### config.mk
export PLATFORM = sky130hd
export DESIGN_NAME = ripple3_accum
export DESIGN_NICKNAME = d
export VERILOG_FILES = /design/src/rtl/ripple3_accum.sv
export SDC_FILE = /design/constraint.sdc
export NUM_CORES = 1
export LEC_CHECK = 0
export CAP_MARGIN = 20
export CORE_ASPECT_RATIO = 0.9
export CORE_UTILIZATION = 45
export CTS_CLUSTER_SIZE = 28
export DETAILED_ROUTE_END_ITERATION = 16
export HOLD_SLACK_MARGIN = 0.05
export PLACE_DENSITY = 0.76
export SYNTH_ARGS = -nofsm -noshare
export SYNTH_HDL_FRONTEND = slang
export SYNTH_SLANG_ARGS = --single-unit
### constraint.sdc
create_clock -name clk -period 1.63 [get_ports clk]
set_input_delay 0.326 -clock clk [delete_from_list [all_inputs] [get_ports clk]]
set_output_delay 0.326 -clock clk [all_outputs]
set_load 0.02 [all_outputs]
### src/rtl/ripple3_accum.sv
// Batch accumulator downstream of the 3-bit ripple-carry adder: sums COUNT
// {cout, s} samples into an ACC_W-bit total and offers it on a valid/ready port.
module ripple3_accum #(
   parameter int N     = 3,
   parameter int ACC_W = 8,
   parameter int COUNT = 4
) (
   input  logic             clk,
   input  logic             reset,
   input  logic             in_valid,
   output logic             in_ready,
   input  logic [N-1:0]     s,
   input  logic             cout,
   output logic             out_valid,
   input  logic             out_ready,
   output logic [ACC_W-1:0] total,
   output logic             overflow
);

   localparam int CNT_W = (COUNT > 1) ? $clog2(COUNT) : 1;
   localparam logic [CNT_W-1:0] CNT_LAST = CNT_W'(COUNT - 1);

   localparam logic [0:0] ACCUM = 1'b0;
   localparam logic [0:0] HOLD  = 1'b1;

   logic [0:0]       state;
   logic [ACC_W-1:0] acc;
   logic [CNT_W-1:0] cnt;
   logic             ovf;

   logic [ACC_W:0]   sample;
   logic [ACC_W:0]   sum;

   // One extra bit on the adder so the carry out of the accumulator is the overflow.
   assign sample = {{(ACC_W - N){1'b0}}, cout, s};
   assign sum    = {1'b0, acc} + sample;

   // Handshake outputs decode from state alone: no in_valid/out_ready feed-through.
   assign in_ready  = (state == ACCUM);
   assign out_valid = (state == HOLD);
   assign total     = acc;
   assign overflow  = ovf;

   always_ff @(posedge clk or posedge reset) begin
      if (reset) begin
         state <= ACCUM;
         acc   <= '0;
         cnt   <= '0;
         ovf   <= 1'b0;
      end else begin
         case (state)
            ACCUM: begin
               if (in_valid) begin
                  acc <= sum[ACC_W-1:0];
                  ovf <= ovf | sum[ACC_W];
                  if (cnt == CNT_LAST) begin
                     cnt   <= '0;
                     state <= HOLD;
                  end else begin
                     cnt <= cnt + CNT_W'(1);
                  end
               end
            end
            HOLD: begin
               // Clearing here lets the next batch start accepting on the following cycle.
               if (out_ready) begin
                  state <= ACCUM;
                  acc   <= '0;
                  ovf   <= 1'b0;
               end
            end
            default: state <= ACCUM;
         endcase
      end
   end

endmodule

==> results.md <==
* CTS Root Cell: clkbuf_4
* Area growth from synthesis to final layout at 41.87%
* Final setup fails at 0
* Initial DRC count at 13
* Mux cell area share after synthesis at 8.031%
* Tot Pwr at ~0.0016 W
* Inst Count DP at 94
* Antenna Nets Post-Route at 0
* Gate Count Post-Synth at 57
* NumNets Final at 100
* Post-synthesis xor/xnor area fraction at ~1.3%
* Hold WC Path Type: primary input to asynchronous set/reset pin
* Routed wire length on met3 at roughly 70 µm
* Average size of a mapped cell at 11.48 µm²
* Buffers on Ports at 18
* Largest net degree at the start of global routing at 13
* Top cells by area, synth: dfrtp_1 46%, ha_1 9.6%, a22o_1 5.4%
* Simple-gate share of the synthesized area at about an eighth
* Final WL at ~1.3 mm
* Clock sinks at 12
* Setup CP Type: flip-flop to primary output
* Critical Path Max Stage Delay at just over 0.6 ns
* Fin. max-slew vios at 0
* Fin crit share at around 97%
* # IOs at 19
* RePlAce Congestion at 0.8054
* Clk pwr share at a little under an eighth
* Clock Tree Buf Depth at 2
* N_diodes at 0
* Comb power frac at a little under three fifths
* Rows at 12
* CTS Buf Count at 3
* Commonest non-fill, non-tap cells in the layout: 12 x dfrtp_1, 8 x nand2_1, 8 x clkdlybuf4s50_1, 7 x buf_4
* Slowest-stage cell, CP: clkdlybuf4s50_1
* Reg area at 300.3 µm²
* Footprint of the multi-input gates at between 300 and 400 µm²
* WHS at roughly 0.36 ns
* DR top layer: met4
* Vias in the first global route at between 400 and 500
* DR pass1 iterations at 4
* P per Cell Area at approximately 1700 nW/µm²
* Upper clock frequency limit at around 630 MHz
* Rel. slew slack at 67.84%
* First-pass GRT wire length at 2.214 mm
* Clk slew on worst S/H paths at approximately 0.080 ns
* HPWL after DPL at slightly below 1 mm
* Sequential area share after synthesis at 45.89%
* Buffers and inverters on the worst path at 1
* Critical path capture point type: primary output
* Net switching power at 0.0006644 W
* Starting density of the core at about half
* Core area at between 1000 and 1500 µm²
* Commonest non-fill, non-tap cell in the layout: dfrtp_1
* Area share of the largest cell type after synthesis at a little under half
* Vias at approximately 540
* DRT met1 WL at 643 µm
* Number of max-cap violations at 0
* Syn_nets at slightly above 70
* Lkg Pwr at approximately 0.5 nW
* Aggregate global-route resource usage at between 10% and 20%
* Worst-skew pair later-pin latency at roughly 0.28 ns
* Drt wl/cell at roughly 13 µm
* CTS hold repair buffers at 0
* Synth Area in Adders at about 13%
* Switch share at 40.95%
* Crit Path Max Fanout at 3
* Final Hold Fails at 0
* Data required time of the critical path at ~1.3 ns
* Area leader, netlist: dfrtp_1
* Die area at 1611 µm²
* Int Pwr at 0.0009579 W
* Final Skew at slightly above 0.007 ns
* Initial antenna violation count at 0
* Layout cells sized above 1 at slightly above 20%
* H-tree levels at 1
* Crit path max-delay family: buffers and inverters
* Final std cells w/o fill at 98
* Synth cell types at 24
* Status: complete, no violations
* Synth Warn # at 0
* Combinational family with the most area after synthesis: compound AO/OA/AOI/OAI gates
* Worst-margin pin slew at between 0.4 and 0.5 ns
* Post-Synthesis Cell Area at 654.4 µm²
* Sequential share of power at 32.3%
* Min Tclk post-route at approximately 1.6 ns
* CP Launch Type: flip-flop
* Routed wl met2 at 590 µm
* Max rail drop VDD at between 1 and 1.5 mV
* R2r setup slk at roughly 0.09 ns
* Crit path DAT at 1.25 ns
* Post-synthesis register bit count at 12
* Chip height at 38.18 µm
* Final Util at between 70% and 80%
* Die width at around 42 µm
* Total congestion overflow at 0
* Post-route DRC violation count at 0
* Post-synthesis compound-gate area fraction at about 18%
* CP Cell Sequence: clkdlybuf4s50_1
* DR vias/cell at approximately 5.5
* CTS tree: built
* RSZ-0062 raised after global routing: false
* Filler cells at roughly 110
## metrics by stage
step / setup slack, ns / setup TNS [ns] / area [µm²]
finish: 0.05343 / 0 / 928.4
global route: 0.0007451 / 0 / 928.4
CTS: 0.004252 / 0 / 908.4
detailed placement: -0.2956 / -1.919 / 889.6
global placement: -0.2793 / -1.804 / 889.6
floorplan: 0.04811 / 0 / 654.4
## area by class of cell
cell class                      count  area share (%)
Multi-Input combinational cell     42           36.79
Sequential cell                    12           32.35
Timing Repair Buffer               25           25.74
Clock buffer                        3           2.426
Tap cell                           14           1.887
Inverter                            2          0.8086
## Yosys cell counts
cell type / n
xor2_1: 1
nand3_1: 1
a32o_1: 1
mux2_2: 2
mux2i_1: 3
or2_2: 1
a211o_1: 1
a22o_1: 4
nand4_1: 1
inv_1: 2
dfrtp_1: 12
and4_1: 1
o31ai_1: 1
buf_4: 1
nor2b_2: 2
ha_1: 5
o21a_1: 1
o211ai_1: 1
o21ai_0: 1
nand2_1: 8
a21oi_4: 1
nor2_1: 1
a21oi_1: 4
fa_1: 1
## path summary, 6_finish.rpt
| path | from | endpoint | depth (start not counted) |
|---|---|---|---|
| max reg2reg | total[1] | total[7] | 5 |
| min | reset | total[0] | 2 |
| max | total[3] | total[3] | 1 |
| min reg2reg | total[7] | total[7] | 1 |
| max in group asynchronous | reset | out_valid | 2 |
| min in group clk | total[7] | total[7] | 1 |
## cell families after synthesis
kind of cell	Yosys count
multiplexers	5
buffers and inverters	3
AND/OR/NAND/NOR	15
adder cells (fa/ha/maj)	6
XOR/XNOR	1
AO/OA/AOI/OAI	15
flip-flops	12
## per-layer routing
metal	vias to the layer above	GRT usage (%)
li1	269	-
met1	251	24.02
met2	15	32.31
met3	2	7.075
met4	0	9.375
met5	-	0
## repair_timing
| item | CTS | global route |
|---|---|---|
| setup buffers | 0 | 1 |
| pin swaps | 0 | 2 |
| gates resized for setup | 6 | 5 |
| gates cloned | 0 | 0 |
| setup endpoints to repair | 6 | 7 |
| hold endpoints to repair | 0 | 0 |
## power groups by stage
| stage | combinational, W | sequential, W | clock (W) |
|---|---|---|---|
| floorplan | 0.000466 | 0.000631 | 0 |
| global placement | 0.000923 | 0.000532 | 0 |
| detailed placement | 0.000938 | 0.000539 | 0 |
| CTS | 0.000907 | 0.000532 | 0.000190 |
| global route | 0.00100 | 0.000547 | 0.000207 |
| finish | 0.000913 | 0.000524 | 0.000185 |
## registers in the layout, indices dropped and copies added, names as in the netlist
signal,cells
total,8
cnt,2
out_valid,1
overflow,1
(Power assumes the default switching activity.)
